--- config.mk ---
export PLATFORM = sky130hd
export DESIGN_NAME = max7219_rx
export DESIGN_NICKNAME = d
export VERILOG_FILES = /design/src/rtl/max7219_rx.sv
export SDC_FILE = /design/constraint.sdc
export NUM_CORES = 1
export LEC_CHECK = 0
export CAP_MARGIN = 20
export CORE_ASPECT_RATIO = 0.75
export CORE_UTILIZATION = 54
export CTS_CLUSTER_SIZE = 10
export DETAILED_ROUTE_END_ITERATION = 10
export PLACE_DENSITY = 0.89
export SKIP_LAST_GASP = 1
export SYNTH_ARGS = -nofsm -noshare
export SYNTH_HDL_FRONTEND = slang
export SYNTH_SLANG_ARGS = --single-unit
--- constraint.sdc ---
create_clock -name clock -period 3.56 [get_ports clock]
set_clock_uncertainty 0.15 [all_clocks]
set_input_delay 0.356 -clock clock [delete_from_list [all_inputs] [get_ports clock]]
set_output_delay 0.356 -clock clock [all_outputs]
set_load 0.005 [all_outputs]
--- src/rtl/max7219_rx.sv ---
// MAX7219 device-side receiver: synchronises sck/din/load, assembles 16-bit frames and decodes register writes.
// Optional daisy-chain output dout is enabled with `define MAX7219_DOUT_EN.
module max7219_rx #(
   parameter int SYNC_STAGES = 2
) (
   input  logic        clock,
   input  logic        reset,
   input  logic        sck,
   input  logic        din,
   input  logic        load,
   output logic [63:0] digits,
   output logic [7:0]  decode_mode,
   output logic [3:0]  intensity,
   output logic [2:0]  scan_limit,
   output logic        shutdown_n,
   output logic        disp_test,
   output logic        wr_valid,
   output logic [3:0]  wr_addr,
   output logic [7:0]  wr_data,
   output logic        frame_err
`ifdef MAX7219_DOUT_EN
   ,
   output logic        dout
`endif
);

   typedef enum logic [1:0] {
      ST_IDLE   = 2'd0,
      ST_SHIFT  = 2'd1,
      ST_COMMIT = 2'd2
   } state_t;

   state_t                 state_q, state_d;
   logic [SYNC_STAGES-1:0] sck_sync_q, sck_sync_d;
   logic [SYNC_STAGES-1:0] din_sync_q, din_sync_d;
   logic [SYNC_STAGES-1:0] load_sync_q, load_sync_d;
   logic                   sck_prev_q, sck_prev_d;
   logic                   load_prev_q, load_prev_d;
   logic                   fall_pend_q, fall_pend_d;
   logic [15:0]            shift_q, shift_d;
   logic [4:0]             bit_cnt_q, bit_cnt_d;
   logic [63:0]            digits_q, digits_d;
   logic [7:0]             decode_mode_q, decode_mode_d;
   logic [3:0]             intensity_q, intensity_d;
   logic [2:0]             scan_limit_q, scan_limit_d;
   logic                   shutdown_n_q, shutdown_n_d;
   logic                   disp_test_q, disp_test_d;
   logic                   wr_valid_q, wr_valid_d;
   logic [3:0]             wr_addr_q, wr_addr_d;
   logic [7:0]             wr_data_q, wr_data_d;
   logic                   frame_err_q, frame_err_d;
   logic                   sck_s, din_s, load_s;
   logic                   sck_rise, load_rise, load_fall;
   logic [3:0]             addr_s;
   logic [7:0]             data_s;
`ifdef MAX7219_DOUT_EN
   logic                   dout_q, dout_d;
   logic                   sck_fall;
`endif

   // Synchroniser chains and edge-detect history.
   always_comb begin
      sck_sync_d  = {sck_sync_q[SYNC_STAGES-2:0], sck};
      din_sync_d  = {din_sync_q[SYNC_STAGES-2:0], din};
      load_sync_d = {load_sync_q[SYNC_STAGES-2:0], load};
      sck_s       = sck_sync_q[SYNC_STAGES-1];
      din_s       = din_sync_q[SYNC_STAGES-1];
      load_s      = load_sync_q[SYNC_STAGES-1];
      sck_prev_d  = sck_s;
      load_prev_d = load_s;
      sck_rise    = sck_s & ~sck_prev_q;
      load_rise   = load_s & ~load_prev_q;
      load_fall   = ~load_s & load_prev_q;
      addr_s      = shift_q[11:8];
      data_s      = shift_q[7:0];
   end

   // Frame FSM, shift register and register-file decode.
   always_comb begin
      state_d       = state_q;
      shift_d       = shift_q;
      bit_cnt_d     = bit_cnt_q;
      fall_pend_d   = 1'b0;
      digits_d      = digits_q;
      decode_mode_d = decode_mode_q;
      intensity_d   = intensity_q;
      scan_limit_d  = scan_limit_q;
      shutdown_n_d  = shutdown_n_q;
      disp_test_d   = disp_test_q;
      wr_valid_d    = 1'b0;
      wr_addr_d     = wr_addr_q;
      wr_data_d     = wr_data_q;
      frame_err_d   = 1'b0;
      case (state_q)
         ST_IDLE: begin
            // A load fall seen during COMMIT is remembered so back-to-back frames are not lost.
            if (load_fall || fall_pend_q) begin
               state_d   = ST_SHIFT;
               bit_cnt_d = 5'd0;
`ifndef MAX7219_DOUT_EN
               shift_d   = 16'd0;
`endif
            end else begin
               state_d = ST_IDLE;
            end
         end
         ST_SHIFT: begin
            if (sck_rise) begin
               shift_d = {shift_q[14:0], din_s};
               if (bit_cnt_q != 5'd16) begin
                  bit_cnt_d = bit_cnt_q + 5'd1;
               end else begin
                  bit_cnt_d = bit_cnt_q;
               end
            end else begin
               shift_d = shift_q;
            end
            if (load_rise) begin
               state_d = ST_COMMIT;
            end else begin
               state_d = ST_SHIFT;
            end
         end
         ST_COMMIT: begin
            state_d     = ST_IDLE;
            fall_pend_d = load_fall;
            if (bit_cnt_q == 5'd16) begin
               wr_valid_d = 1'b1;
               wr_addr_d  = addr_s;
               wr_data_d  = data_s;
               case (addr_s)
                  4'h9:    decode_mode_d = data_s;
                  4'hA:    intensity_d   = data_s[3:0];
                  4'hB:    scan_limit_d  = data_s[2:0];
                  4'hC:    shutdown_n_d  = data_s[0];
                  4'hF:    disp_test_d   = data_s[0];
                  default: begin
                     // 0x1..0x8 select a digit; 0x0, 0xD and 0xE match nothing here.
                     for (int i = 0; i < 8; i++) begin
                        if (addr_s == 4'(i + 1)) begin
                           digits_d[8*i +: 8] = data_s;
                        end else begin
                           digits_d[8*i +: 8] = digits_d[8*i +: 8];
                        end
                     end
                  end
               endcase
            end else begin
               frame_err_d = 1'b1;
            end
         end
         default: state_d = ST_IDLE;
      endcase
   end

`ifdef MAX7219_DOUT_EN
   // Daisy-chain output: MSB of the shifter presented on each sck falling edge.
   always_comb begin
      sck_fall = ~sck_s & sck_prev_q;
      if (state_q == ST_IDLE) begin
         dout_d = 1'b0;
      end else if (sck_fall) begin
         dout_d = shift_q[15];
      end else begin
         dout_d = dout_q;
      end
   end

   // Daisy-chain output register.
   always_ff @(posedge clock or negedge reset) begin
      if (!reset) begin
         dout_q <= 1'b0;
      end else begin
         dout_q <= dout_d;
      end
   end

   assign dout = dout_q;
`endif

   // State register; load sync resets low so a load held low across reset starts no frame.
   always_ff @(posedge clock or negedge reset) begin
      if (!reset) begin
         state_q       <= ST_IDLE;
         sck_sync_q    <= '0;
         din_sync_q    <= '0;
         load_sync_q   <= '0;
         sck_prev_q    <= 1'b0;
         load_prev_q   <= 1'b0;
         fall_pend_q   <= 1'b0;
         shift_q       <= 16'd0;
         bit_cnt_q     <= 5'd0;
         digits_q      <= 64'd0;
         decode_mode_q <= 8'd0;
         intensity_q   <= 4'd0;
         scan_limit_q  <= 3'd0;
         shutdown_n_q  <= 1'b0;
         disp_test_q   <= 1'b0;
         wr_valid_q    <= 1'b0;
         wr_addr_q     <= 4'd0;
         wr_data_q     <= 8'd0;
         frame_err_q   <= 1'b0;
      end else begin
         state_q       <= state_d;
         sck_sync_q    <= sck_sync_d;
         din_sync_q    <= din_sync_d;
         load_sync_q   <= load_sync_d;
         sck_prev_q    <= sck_prev_d;
         load_prev_q   <= load_prev_d;
         fall_pend_q   <= fall_pend_d;
         shift_q       <= shift_d;
         bit_cnt_q     <= bit_cnt_d;
         digits_q      <= digits_d;
         decode_mode_q <= decode_mode_d;
         intensity_q   <= intensity_d;
         scan_limit_q  <= scan_limit_d;
         shutdown_n_q  <= shutdown_n_d;
         disp_test_q   <= disp_test_d;
         wr_valid_q    <= wr_valid_d;
         wr_addr_q     <= wr_addr_d;
         wr_data_q     <= wr_data_d;
         frame_err_q   <= frame_err_d;
      end
   end

   assign digits      = digits_q;
   assign decode_mode = decode_mode_q;
   assign intensity   = intensity_q;
   assign scan_limit  = scan_limit_q;
   assign shutdown_n  = shutdown_n_q;
   assign disp_test   = disp_test_q;
   assign wr_valid    = wr_valid_q;
   assign wr_addr     = wr_addr_q;
   assign wr_data     = wr_data_q;
   assign frame_err   = frame_err_q;

endmodule

### After elaboration in Yosys (flattened, before gate mapping)

Index checks and enable logic that the tools add are counted.

| word-level totals | value |
|---|---|
| bits in registers | 123 |
| latch bits | 0 |
| memory bits (writable) | 0 |
| memory bits (read-only) | 0 |
| bits of input ports | 5 |
| output and inout port bits | 95 |
| logic and storage cells | 89 |
| memories | 0 |

| operators by class | value |
|---|---|
| add/sub/neg operators | 1 |
| multipliers | 0 |
| divide/modulo/power cells | 0 |
| order comparisons | 0 |
| equality and inequality tests | 20 |
| shift operators | 0 |
| muxes and demuxes | 15 |
| bitwise operators | 7 |
| reduce and logical (&&, ||, !) cells | 20 |

Operator list:

| cell | number |
|---|---|
| 4-bit AND reduction | 9 |
| 4-bit equality test, second input constant | 6 |
| 12-bit 2-to-1 mux | 2 |
| 12-bit case mux with 2 select lines | 1 |
| 3-bit AND reduction | 6 |
| 4-bit by 3-bit equality test with 1-bit output, second input constant | 4 |
| 5-bit 2-to-1 mux | 3 |
| 5-bit case mux with 2 select lines | 1 |
| 4-bit by 2-bit equality test with 1-bit output, second input constant | 2 |
| 1-bit 2-to-1 mux | 6 |
| 2-bit != test, second input constant | 3 |
| 5-bit by 1-bit adder with 5-bit output, second input constant | 1 |
| 5-bit equality test, second input constant | 1 |
| 5-bit != test, second input constant | 1 |
| 5-bit OR reduction | 1 |
| 4-bit by 1-bit equality test with 1-bit output, second input constant | 1 |
| 1-bit inverter | 4 |
| 2-bit case mux with 2 select lines | 1 |
| 1-bit bitwise AND | 3 |
| 2-bit by 1-bit equality test with 1-bit output, second input constant | 1 |
| 2-bit equality test, second input constant | 1 |
| 2-bit zero test | 1 |
| 2-bit 2-to-1 mux | 1 |
| 2-bit AND reduction | 1 |
| other kinds (2) | 2 |

### Depth between registers and ports, before layout

| depth | value |
|---|---|
| word-level depth | 5 |
| mapped depth | 9 |
| mapped depth without buffers | 7 |

### Least setup slack after synthesis

Ideal clock, no wire load.

| path | value |
|---|---|
| path kind | register to register |
| from | register bit_cnt_q[0] |
| to | register digits_q[48], in the netlist digits[48] |
| setup time | 0.125 ns |
| arrival | 1.710 ns |
| data required time | 3.285 ns |
| setup slack | 1.575 ns |
| stages on the path, launching flop included | 8 |
| buffers on the path | 1 |
| clock period less this slack | 1.985 ns |
| cell sequence | dfrtp_1 inv_1 ha_1 nand4bb_4 nor4_4 and3_1 buf_4 mux2_2 |

| between the ends | value |
|---|---|
| longest elaborated chain between the ends | 2 |

Ends and longest elaborated chain:

| element | RTL line | source |
|---|---|---|
| start: declaration | 41 | `logic [4:0] bit_cnt_q, bit_cnt_d;` |
| start signal: assignment | 212 | `bit_cnt_q <= bit_cnt_d;` |
| 5-bit equality test | 127 | `if (bit_cnt_q == 5'd16) begin` |
| 4-bit AND reduction (no line) | n/a |  |
| end signal: assignment | 213 | `digits_q <= digits_d;` |
| end: declaration | 42 | `logic [63:0] digits_q, digits_d;` |

Every way passes these cells.
A chain may end at the register's enable or synchronous reset.

### Final worst setup path

| path | value |
|---|---|
| from | register bit_cnt_q[0] |
| to | register digits_q[16], in the netlist digits[16] |

Same word-level chain as after synthesis.

==> flow_metrics.py <==
metrics = {
    "outcome": {
        "outcome": "finished, final reports clean",
    },
    "place": {
        "routabilityCongestion": 0.808,
        "dp.cells": 520,
        "preCtsSetupSlack_ns": 1.11,
        "io_buffers": 99,
        "place_area_um2": 5850,
        "dp_hpwl_um": 6920,
    },
    "layout": {
        "multiInputGateArea_um2": 1600,
        "n_antenna_cell": 0,
        "fin_area_um2": 6500,
        "nets": 440,
        "drive_above_1_share": 0.294,
        "area_growth_pct": 36.3,
        "final_common_cell": "dfrtp_1",
        "mostFrequentLayoutCells": "dfrtp_1 (123), clkdlybuf4s50_1 (98), mux2_2 (80)",
        "register_area_um2": 3080,
        "n_fill_cell": 506,
        "stdcell_count": 554,
        "final_util": 0.762,
    },
    "grt": {
        "grt_usage": 0.267,
        "grt_pass1_wl_um": 18300,
        "grt-ovfl-total": 0,
        "antenna_found_initial": 0,
        "grt_pass1_vias": 3337,
        "grt_start_max_net_pins": 86,
    },
    "sta": {
        "worst_pin_slew_ns": 1.07,
        "slew_headroom": 0.281,
        "drv_slew": 0,
        "finalWorstPathRequiredPeriod_ns": 2.52,
        "setup_viol": 0,
        "rsz0062_at_grt": "false",
        "worst_slack_ns": 1.04,
        "hold_viol_final": 0,
        "hold_slack_ns": 0.200,
        "fmax_mhz": 397,
        "finalCritPeriodShare": 0.707,
        "fin_tns_setup_ns": 0,
    },
    "clocking": {
        "cts_tree": "yes",
        "h-tree-depth": 4,
        "clk_latency_ns": 0.41,
        "clk_pin_slew_ns": 0.05,
        "cts.sink_count": 123,
        "cts_buffers": 17,
        "ctsLongestPathBuffers": 2,
        "cts-root-buf": "clkbuf_16",
    },
    "setup_path": {
        "critPathRequiredTime_ns": 3.70,
        "r2r-start": "bit_cnt_q[0]$_DFFE_PN0P_",
        "reg2regPathDepth": 7,
        "worstSetupStartpoint": "bit_cnt_q[0]$_DFFE_PN0P_",
        "crit_type": "reg2reg",
        "worstReg2RegEnd": "digits[16]$_DFFE_PN0P_",
        "crit_arrival_ns": 2.66,
        "cp_max_fo": 16,
        "end_kind": "register",
        "cp-endpoint": "digits[16]$_DFFE_PN0P_",
        "rrSetupSlack_ns": 1.04,
        "crit_path_start_kind": "register",
    },
    "pwr": {
        "p_seq_frac": 0.439,
        "sw_frac_of_total": 0.212,
        "p_sw_mw": 0.703,
        "ir_worst_vdd_uv": 498,
        "total_power_mw": 3.31,
        "p_leak_nw": 3.09,
        "cellPowerDensity_nw_per_um2": 509,
        "p_int_mw": 2.61,
        "clkPwrFrac": 0.529,
        "p_comb_frac": 0.032,
    },
    "floorplan": {
        "rows": 29,
        "chipHeight_um": 83.4,
        "io-pin-count": 100,
        "die_area_um2": 9210,
        "die_w_um": 110,
        "initial_utilization": 0.559,
        "core_um2": 8530,
    },
    "logic_synthesis": {
        "synthAdderAreaFrac": 0.00525,
        "ys_warn_count": 0,
        "synthMuxAreaShare": 0.193,
        "synth-simple-area-share": 0.0969,
        "avgSynthCellArea_um2": 14.5,
        "ys_types": 37,
        "syn_nets": 335,
        "synth-seq-cells": 123,
        "synth_top_area_share": 0.646,
        "yosys.area.top_type": "dfrtp_1",
        "synth_xor_xnor_area_share": 0,
        "syn_area_um2": 4770,
        "ys_seq_area_frac": 0.646,
        "synth.area.top_cells": "dfrtp_1 (65%), mux2_2 (19%), nand2_1 (3.1%)",
        "synth_compound_area_frac": 0.0378,
        "synth_top_family_by_area": "multiplexers",
        "synthCells": 328,
    },
    "routing": {
        "drt_iter0_markers": 162,
        "drt_wl_total_um": 11200,
        "post_drt_wl_per_cell_um": 20.2,
        "vias": 3098,
        "drc": 0,
        "ant_nets": 0,
        "routed_via_density": 5.59,
        "dr.pass1.iters": 4,
    },
    "min_path": {
        "min_path_type": "reg2reg",
    },
    "flow_run": {
        "drv_cap": 0,
    },
}
power by group through the flow:
stage | Sequential [mW] | Combinational [mW] | Clock, mW
3_5_place_dp | 1.47 | 0.0983 | 0
3_3_place_gp | 1.47 | 0.0926 | 0
5_1_grt | 1.46 | 0.118 | 1.83
2_1_floorplan | 1.46 | 0.0586 | 0
6_report | 1.45 | 0.104 | 1.75
4_1_cts | 1.45 | 0.102 | 1.77
state kept, by name, summed over array words and instances (netlist names), 2 cells and up:
| register | cells |
|---|---|
| wr_addr | 4 |
| din_sync_q | 2 |
| sck_sync_q | 2 |
| load_sync_q | 2 |
| intensity | 4 |
| decode_mode | 8 |
| shift_q | 12 |
| state_q | 2 |
| scan_limit | 3 |
| bit_cnt_q | 5 |
| digits | 64 |
| wr_data | 8 |
cell usage after synthesis:
library cell	number
dfrtp_1	123
mux2_2	80
nand2_1	40
a22o_1	12
clkbuf_1	11
nor2b_1	6
nand2_2	5
buf_2	4
nor2_1	4
o21ai_0	4
inv_1	3
nand2b_1	3
nand3_1	3
a21oi_1	2
a31oi_1	2
ha_1	2
nand3_4	2
nand4_1	2
nor4bb_1	2
a211oi_1	1
a41oi_1	1
and2_1	1
and3_1	1
buf_4	1
buf_6	1
clkinv_4	1
mux2_1	1
mux2i_1	1
nand2b_2	1
nand4_4	1
nand4bb_4	1
nor3_1	1
nor4_4	1
nor4b_4	1
o22a_1	1
o31ai_1	1
or2_1	1
area by class of cell:
cell class / count / share of cell area
repair buffers: 103 / 0.162
multi-input cells: 184 / 0.246
clock buffers: 20 / 0.0718
well taps: 108 / 0.0208
clock inverters: 12 / 0.0223
inverters: 4 / 0.00308
flip-flops and latches: 123 / 0.474
worst max-delay path: stages (launching register included):
cell and delay [ns]:
dfrtp_1 0.36, inv_1 0.09, ha_1 0.24, nand4bb_4 0.16, or2_1 0.50, clkinv_4 0.29, nand4_4 0.24, mux2_2 0.36
layer usage:
metal,part of all wire,global-route usage,vias to the layer above,wire [um]
met5,0,0,-,0
met4,0.021,0.110,0,234
met3,0.084,0.112,26,938
met2,0.48,0.412,123,5390
met1,0.41,0.334,1596,4650
li1,-,-,1353,-
worst min path at each step:
stage | start | endpoint | slack (ns) | cells after the start
3_3_place_gp | sck_sync_q[0]$_DFF_PN0_ | sck_sync_q[1]$_DFF_PN0_ | 0.19 | 0
4_1_cts | reset | digits[44]$_DFFE_PN0P_ | 0.03 | 1
2_1_floorplan | reset | bit_cnt_q[0]$_DFFE_PN0P_ | -0.09 | 0
6_report | load_sync_q[0]$_DFF_PN0_ | load_sync_q[1]$_DFF_PN0_ | 0.20 | 0
3_5_place_dp | load_sync_q[0]$_DFF_PN0_ | load_sync_q[1]$_DFF_PN0_ | 0.19 | 0
5_1_grt | din_sync_q[0]$_DFF_PN0_ | din_sync_q[1]$_DFF_PN0_ | 0.21 | 0
repair_timing:
| item | in CTS | in global routing |
|---|---|---|
| endpoints found under the hold margin | 0 | 32 |
| hold buffers | 0 | 1 |
| buffers inserted | 0 | 0 |
| gates resized for setup | 0 | 0 |
logic make-up after synthesis:
kind of cell | Yosys count
AO/OA/AOI/OAI | 24
adder cells (fa/ha/maj) | 2
buffers and inverters | 21
flip-flops | 123
multiplexers | 82
AND/OR/NAND/NOR | 76
No activity file was read; power rests on OpenSTA's default activity.
